### config.mk
export PLATFORM = sky130hd
export DESIGN_NAME = freefall_engine_flat
export DESIGN_NICKNAME = d
export VERILOG_FILES = /design/src/rtl/freefall_engine_if.sv /design/src/rtl/freefall_engine.sv /design/src/flat_wrapper.sv
export SDC_FILE = /design/constraint.sdc
export NUM_CORES = 1
export LEC_CHECK = 0
export BUFFER_PORTS_ARGS = -buffer_cell sky130_fd_sc_hd__clkbuf_2
export CORE_MARGIN = 3
export CORE_UTILIZATION = 45
export CTS_BUF_LIST = sky130_fd_sc_hd__clkbuf_8
export CTS_CLUSTER_SIZE = 25
export DETAILED_ROUTE_END_ITERATION = 16
export PLACE_DENSITY = 0.7
export SLEW_MARGIN = 5
export SYNTH_ARGS = -nofsm -noshare
export SYNTH_HDL_FRONTEND = slang
export SYNTH_SLANG_ARGS = --single-unit
### constraint.sdc
create_clock -name clk -period 8.9 [get_ports clk]
set_input_delay 1.78 -clock clk [delete_from_list [all_inputs] [get_ports clk]]
set_output_delay 1.78 -clock clk [all_outputs]
set_load 0.005 [all_outputs]
### src/rtl/freefall_engine_if.sv
// Control and observation bundle between game logic and the freefall_engine.
// Master drives step/jump/load/floor; slave (the engine) returns position, velocity, state.
interface freefall_engine_if #(
  parameter int Y_W = 9,
  parameter int V_W = 12
);
  logic                  tick;
  logic                  jump;
  logic                  load;
  logic [Y_W-1:0]        y_init;
  logic signed [V_W-1:0] v_init;
  logic [Y_W-1:0]        floor_y;
  logic [Y_W-1:0]        y;
  logic signed [V_W-1:0] v;
  logic [1:0]            state;
  logic                  landed;

  modport master (
    output tick, jump, load, y_init, v_init, floor_y,
    input  y, v, state, landed
  );

  modport slave (
    input  tick, jump, load, y_init, v_init, floor_y,
    output y, v, state, landed
  );
endinterface

### src/rtl/freefall_engine.sv
// Per-character vertical kinematics: fixed-point position/velocity stepped once per frame tick.
// Optional mid-air second jump is enabled by defining FREEFALL_DOUBLE_JUMP_EN.
module freefall_engine #(
  parameter int Y_W     = 9,
  parameter int FRAC    = 4,
  parameter int V_W     = 12,
  parameter int G       = 14,
  parameter int JUMP_V  = 160,
  parameter int V_MAX   = 192,
  parameter int CEIL_Y  = 479,
  parameter int RESET_Y = 16
) (
  input  logic             clk,
  input  logic             rst,
  freefall_engine_if.slave bus
);

  localparam int PW = Y_W + FRAC;
  localparam int SW = PW + 2;

  localparam logic signed [SW-1:0] G_S        = SW'(G);
  localparam logic signed [SW-1:0] NEG_VMAX_S = SW'(-V_MAX);
  localparam logic signed [SW-1:0] CEIL_S     = SW'(CEIL_Y * (2 ** FRAC));
  localparam logic signed [SW-1:0] JUMP_S     = SW'(JUMP_V);
  localparam logic [PW-1:0]        RESET_POS  = PW'(RESET_Y * (2 ** FRAC));

  typedef enum logic [1:0] {
    GROUNDED = 2'b00,
    RISING   = 2'b01,
    FALLING  = 2'b10
  } state_t;

  state_t                stateQ, stateD;
  logic [PW-1:0]         posQ, posD;
  logic signed [V_W-1:0] vQ, vD;
  logic                  landedQ, landedD;
  logic                  jumpPrevQ;
  logic                  pendingQ, pendingD;
  logic                  airJumpOk;

`ifdef FREEFALL_DOUBLE_JUMP_EN
  logic airAvailQ, airAvailD;
  assign airJumpOk = airAvailQ;
`else
  assign airJumpOk = 1'b0;
`endif

  logic                  grounded;
  logic                  jumpEdge;
  logic                  launch;
  logic                  gravity;
  logic                  hitFloor;
  logic                  hitCeil;
  logic signed [SW-1:0]  posExt;
  logic signed [SW-1:0]  vExt;
  logic signed [SW-1:0]  vSub;
  logic signed [SW-1:0]  vGrav;
  logic signed [SW-1:0]  pGrav;
  logic signed [SW-1:0]  pJump;
  logic signed [SW-1:0]  floorExt;

  // Widen everything to SW signed bits so the gravity and jump sums can never wrap.
  assign grounded = (stateQ == GROUNDED);
  assign jumpEdge = bus.jump & ~jumpPrevQ;
  assign posExt   = {2'b00, posQ};
  assign vExt     = {{(SW-V_W){vQ[V_W-1]}}, vQ};
  assign floorExt = {2'b00, bus.floor_y, {FRAC{1'b0}}};
  assign vSub     = vExt - G_S;
  assign vGrav    = (vSub < NEG_VMAX_S) ? NEG_VMAX_S : vSub;
  assign pGrav    = posExt + vGrav;
  assign pJump    = posExt + JUMP_S;
  assign hitFloor = (pGrav <= floorExt);
  assign hitCeil  = (pGrav >= CEIL_S);

  assign launch  = bus.tick & (grounded ? (pendingQ | jumpEdge)
                                        : (airJumpOk & (pendingQ | jumpEdge)));
  assign gravity = bus.tick & ~launch & (~grounded | (bus.floor_y < posQ[PW-1:FRAC]));

  always_ff @(posedge clk or posedge rst) begin
    if (rst) begin
      stateQ    <= GROUNDED;
      posQ      <= RESET_POS;
      vQ        <= '0;
      landedQ   <= 1'b0;
      jumpPrevQ <= 1'b0;
      pendingQ  <= 1'b0;
`ifdef FREEFALL_DOUBLE_JUMP_EN
      airAvailQ <= 1'b1;
`endif
    end else begin
      stateQ    <= stateD;
      posQ      <= posD;
      vQ        <= vD;
      landedQ   <= landedD;
      jumpPrevQ <= bus.jump;
      pendingQ  <= pendingD;
`ifdef FREEFALL_DOUBLE_JUMP_EN
      airAvailQ <= airAvailD;
`endif
    end
  end

  always_comb begin
    stateD = stateQ;
    if (bus.load) begin
      stateD = (bus.v_init > 0) ? RISING : FALLING;
    end else if (launch) begin
      stateD = RISING;
    end else if (gravity) begin
      if (hitFloor)          stateD = GROUNDED;
      else if (hitCeil)      stateD = FALLING;
      else if (vGrav > 0)    stateD = RISING;
      else                   stateD = FALLING;
    end
  end

  // Datapath and pulse outputs follow the same load > launch > gravity priority as the state.
  always_comb begin
    posD     = posQ;
    vD       = vQ;
    landedD  = 1'b0;
    pendingD = pendingQ;
`ifdef FREEFALL_DOUBLE_JUMP_EN
    airAvailD = airAvailQ;
`endif
    if (bus.load) begin
      posD     = {bus.y_init, {FRAC{1'b0}}};
      vD       = bus.v_init;
      pendingD = 1'b0;
`ifdef FREEFALL_DOUBLE_JUMP_EN
      airAvailD = 1'b1;
`endif
    end else begin
      if (launch) begin
        posD     = pJump[PW-1:0];
        vD       = V_W'(JUMP_V);
        pendingD = 1'b0;
`ifdef FREEFALL_DOUBLE_JUMP_EN
        if (!grounded) airAvailD = 1'b0;
`endif
      end else begin
        if (jumpEdge && (grounded || airJumpOk)) pendingD = 1'b1;
        if (gravity) begin
          if (hitFloor) begin
            posD    = floorExt[PW-1:0];
            vD      = '0;
            landedD = 1'b1;
`ifdef FREEFALL_DOUBLE_JUMP_EN
            airAvailD = 1'b1;
`endif
          end else if (hitCeil) begin
            posD = CEIL_S[PW-1:0];
            vD   = '0;
          end else begin
            posD = pGrav[PW-1:0];
            vD   = vGrav[V_W-1:0];
          end
        end
      end
    end
  end

  assign bus.y      = posQ[PW-1:FRAC];
  assign bus.v      = vQ;
  assign bus.state  = stateQ;
  assign bus.landed = landedQ;

endmodule

### src/flat_wrapper.sv
// flat-port wrapper written by rule: the top's interface ports become plain ports
module freefall_engine_flat 
#(
  parameter int Y_W     = 9,
  parameter int FRAC    = 4,
  parameter int V_W     = 12,
  parameter int G       = 14,
  parameter int JUMP_V  = 160,
  parameter int V_MAX   = 192,
  parameter int CEIL_Y  = 479,
  parameter int RESET_Y = 16
)
  (clk, rst, bus_tick, bus_jump, bus_load, bus_y_init, bus_v_init, bus_floor_y, bus_y, bus_v, bus_state, bus_landed);
  freefall_engine_if #(.Y_W(Y_W), .V_W(V_W)) bus_i ();
  input  logic clk;
  input  logic rst;
  input wire logic [$bits(bus_i.tick)-1:0] bus_tick;
  input wire logic [$bits(bus_i.jump)-1:0] bus_jump;
  input wire logic [$bits(bus_i.load)-1:0] bus_load;
  input wire logic [$bits(bus_i.y_init)-1:0] bus_y_init;
  input wire logic [$bits(bus_i.v_init)-1:0] bus_v_init;
  input wire logic [$bits(bus_i.floor_y)-1:0] bus_floor_y;
  output wire logic [$bits(bus_i.y)-1:0] bus_y;
  output wire logic [$bits(bus_i.v)-1:0] bus_v;
  output wire logic [$bits(bus_i.state)-1:0] bus_state;
  output wire logic [$bits(bus_i.landed)-1:0] bus_landed;
  assign bus_i.tick = bus_tick;
  assign bus_i.jump = bus_jump;
  assign bus_i.load = bus_load;
  assign bus_i.y_init = bus_y_init;
  assign bus_i.v_init = bus_v_init;
  assign bus_i.floor_y = bus_floor_y;
  assign bus_y = bus_i.y;
  assign bus_v = bus_i.v;
  assign bus_state = bus_i.state;
  assign bus_landed = bus_i.landed;
  freefall_engine #(.Y_W(Y_W), .FRAC(FRAC), .V_W(V_W), .G(G), .JUMP_V(JUMP_V), .V_MAX(V_MAX), .CEIL_Y(CEIL_Y), .RESET_Y(RESET_Y)) u_core (.clk(clk), .rst(rst), .bus(bus_i));
endmodule
==> results.txt <==
----------------------------------------------------
[Logic synthesis]
  Simple-gate portion of the synthesized area ... 0.2382
  Share of the synthesized area in the top cell type ... 0.1977
  Top post-synthesis cells by area ... sky130_fd_sc_hd__dfrtp_1, sky130_fd_sc_hd__ha_1, sky130_fd_sc_hd__nor2_1
  Count of flip-flops with a built-in enable after synthesis ... 0
  Synthesized netlist cell count ... 482
  Post-synthesis sequential area ratio ... 0.2048
  Post-synth top flop ... sky130_fd_sc_hd__dfrtp_1
  Mux cell area share after synthesis ... 0.01840
  Cell taking the most area after synthesis ... sky130_fd_sc_hd__dfrtp_1
  Post-synthesis async set-or-reset flop share ... 1.000
  Total nets after synthesis ... 547
  Seq cells post-synth ... 30
  Combinational family with the most area after synthesis ... compound AO/OA/AOI/OAI gates
  Average instance area after synthesis ... 7.616 sq um
  Post-Synth Adder-Cell Area ... 0.1074
  XOR/XNOR share of the synthesized area ... 0.05828
  Number of warning messages in the yosys log ... 0
  Fraction of the mapped netlist area in compound gates ... 0.3020
  Summed instance area of the synthesized netlist ... 0.003671 sq mm
  Cell variety after synth ... 76
  Most repeated cell in the gate-level netlist after synthesis ... sky130_fd_sc_hd__nor2_1
  Commonest cells in the netlist ... sky130_fd_sc_hd__nor2_1, sky130_fd_sc_hd__inv_1, sky130_fd_sc_hd__nand2_1

[Pwr]
  P_leak ... 0.001896 uW
  Power per standard cell area ... 363.1 mW/mm^2
  Peak supply drop ... 0.0001694 V

[Critical path]
  CP Max Fanout ... 16
  Worst EP required ... 9.06 ns
  CP endpoint kind ... flop
  Worst path slowest cell ... sky130_fd_sc_hd__or4_1
  Cell depth of the worst flop-to-flop path ... 30
  Worst endpoint data arrival time ... 8.52 ns
  Startpoint type of the worst setup path ... flop
  Internal reg-to-reg setup slack ... 0.53 ns
  Delay contributed by the slowest stage of the critical path ... 0.56 ns
  Kind of critical path ... reg2reg
  Cell with the most instances on the worst path ... sky130_fd_sc_hd__ha_1

[Detailed routing]
  Average routed wire per standard cell ... 18.96 um
  Antenna Violating Nets Remaining ... 0
  Drt total wl ... 11,950 um
  Pre-antenna DRT Iters ... 5
  DRC marker count from the first detailed-route iteration ... 452
  Total number of vias ... 4,055
  Drt drc ... 0
  Detail-routed via count per cell ... 6.437

[Clock tree]
  Clk Latency, worst-skew pair ... 0.29 ns
  TritonCTS clock tree ... built
  Buffer cell driving the clock tree root ... sky130_fd_sc_hd__clkbuf_8
  CTS HTree Levels ... 2
  Number of buffers on the longest clock path ... 2
  Clock Pin Slew Worst Setup and Hold Paths ... 0.07 ns
  Number of clock buffers inserted by TritonCTS ... 5
  TritonCTS sink count ... 30

[Global route]
  Via count of the first global-routing pass ... 3,667
  Overflow left after global routing ... 0
  GR Util All Layers ... 0.2581
  Global-route wire length before repair ... 18,670 um
  Antenna violations before repair ... 0
  Pin count of the biggest net entering global routing ... 37

[Layout]
  Layout overhead on the synthesized area ... 12.03%
  Share of layout cells above drive strength 1 ... 0.1648
  Fin cells ... 630
  Final nets ... 592
  Summed area of non-filler cells in the final layout ... 0.004113 sq mm
  Total inserted antenna cells ... 0

[Timing]
  Share of the clock period used by the worst path ... 0.9402
  Worst hold slack across all endpoints ... 0.5095 ns
  Max-slew violation count ... 0
  Max-slew headroom ... 0.4003
  Fin Clk Skew ... 0.008005 ns
  Final count of negative-setup-slack endpoints ... 0
  Final total negative setup slack ... 0 ns
  Tightest Pin Transition ... 0.8769 ns
  Minimum clock period after layout ... 8.368 ns
  Final hold violation count ... 0
  Max Freq ... 119.5 MHz

[Floorplanning]
  I/O pin count ... 59
  Chip Width ... 96.32 um
  Overall die height ... 96.32 um
  Floorplan core area ... 0.007807 sq mm
  Effective utilization at floorplan ... 0.4702
  FP Rows ... 32
  Die Area ... 0.009278 sq mm

[Min path]
  Depth of the worst hold-timing path ... 2
  Hold Crit Class ... reg2reg

[Place]
  Placed Area ... 0.004005 sq mm
  Routability-driven placement congestion ratio ... 0.9940
  IO Port Bufs ... 58
  Placed Instances ... 622
  Detailed placement HPWL ... 9015 um

[Job]
  # Max-Cap Violations ... 0

[Status]
  Result of the run ... complete, no violations

----------------------------------------------------
metal layers:
layer  wire length (um)  GRT usage  part of all wire  vias up
li1                   -          -                 -     1887
met1               5344     0.3617              0.45     1939
met2               5342     0.4106              0.45      204
met3                897    0.02189             0.075       25
met4                361    0.09696             0.030        0
met5                  0          0                 0        -
placed cells by master, fill, tap and decap left out, types with 4 or more instances in the layout:
cell type                   synthesis  final
sky130_fd_sc_hd__nor3_1            19     19
sky130_fd_sc_hd__dfrtp_1           29     29
sky130_fd_sc_hd__or4_1              4      4
sky130_fd_sc_hd__a211oi_1           8      8
sky130_fd_sc_hd__inv_1             40     42
sky130_fd_sc_hd__nand2_1           38     38
sky130_fd_sc_hd__a31oi_1            4      4
sky130_fd_sc_hd__clkbuf_8           0      6
sky130_fd_sc_hd__o21ai_0           20     20
sky130_fd_sc_hd__nand2b_1           5      5
sky130_fd_sc_hd__a21o_1            12     12
sky130_fd_sc_hd__nor2b_1            8      8
sky130_fd_sc_hd__o2111ai_1          6      6
sky130_fd_sc_hd__a21oi_1           24     24
sky130_fd_sc_hd__nor4_1             5      5
sky130_fd_sc_hd__a311oi_1           4      4
sky130_fd_sc_hd__and3_1             6      6
sky130_fd_sc_hd__ha_1              29     28
sky130_fd_sc_hd__xor2_1             4      4
sky130_fd_sc_hd__a22oi_1           10     10
sky130_fd_sc_hd__o22ai_1            7      6
sky130_fd_sc_hd__and2_1             6      6
sky130_fd_sc_hd__o21ai_1            9      9
sky130_fd_sc_hd__xnor2_1           16     16
sky130_fd_sc_hd__o211ai_1           6      6
sky130_fd_sc_hd__a211o_1            5      5
sky130_fd_sc_hd__a2111oi_0          4      4
sky130_fd_sc_hd__nand3_1           18     18
sky130_fd_sc_hd__clkbuf_2           0     58
sky130_fd_sc_hd__or3_1              5      5
sky130_fd_sc_hd__nor2_1            45     45
sky130_fd_sc_hd__nand3b_1           4      4
sky130_fd_sc_hd__o21a_1             4      4
critical path: cells and delay by family, from the launching register on:
kind	cells	cell delay, ns
compound gates	10	2.34
xor+xnor	2	0.41
fa+ha+maj	4	1.49
buf+inv	3	0.27
flops	1	0.47
simple gates	11	3.23
layout make-up:
cell class	instances	area (sq um)
timing repair buffer	61	312.8
tap	102	127.6
inverter	41	153.9
fill	783	3695
multi-input combinational	388	2676
clock buffer	6	82.58
sequential	30	752.0
clock inverter	2	7.507
state kept, by name (all words and copies together), names as in the netlist:
register and flops:
u_core.jumpPrevQ 1, u_core.bus.state 2, u_core.pendingQ 1, u_core.posQ 13, u_core.bus.v 12, u_core.bus.landed 1
final timing paths:
kind	to	start
max	u_core.posQ[7]	u_core.bus.v[1]
min	u_core.pendingQ	u_core.pendingQ
max reg2reg	u_core.posQ[7]	u_core.bus.v[1]
min reg2reg	u_core.pendingQ	u_core.pendingQ
max in group asynchronous	u_core.posQ[8]	rst
min in group asynchronous	u_core.bus.state[1]	rst
through the flow:
| stage | total power [uW] | util | worst slack [ns] |
|---|---|---|---|
| after CTS | 1444 | 0.5245 | 0.4664 |
| after global routing | 1623 | 0.5268 | -0.01337 |
| final | 1493 | 0.5268 | 0.5322 |
| after detailed placement | 1324 | 0.5130 | 0.5094 |
| after global placement | 1291 | 0.5130 | 0.8531 |
| after floorplan | 1048 | - | 1.456 |
timing repair:
action,CTS,global route
hold buffers,0,0
resized for setup,0,3
setup endpoints to repair,0,16
setup buffers,0,0
where the power goes:
part / total [uW] / switching, uW / internal [uW]
combinational: 1130 / 696 / 438
sequential: 243 / 71.7 / 171
clock: 117 / 55.9 / 60.8
total: 1490 / 823 / 670
cells by family (layout without fill, tap and decap cells):
| logic type | after synthesis | in the layout |
|---|---|---|
| buf+inv | 64 | 110 |
| compound gates | 154 | 154 |
| simple gates | 175 | 175 |
| fa+ha+maj | 31 | 31 |
| mux | 6 | 6 |
| flops | 30 | 30 |
| xor+xnor | 22 | 22 |
(Power assumes the default switching activity.)
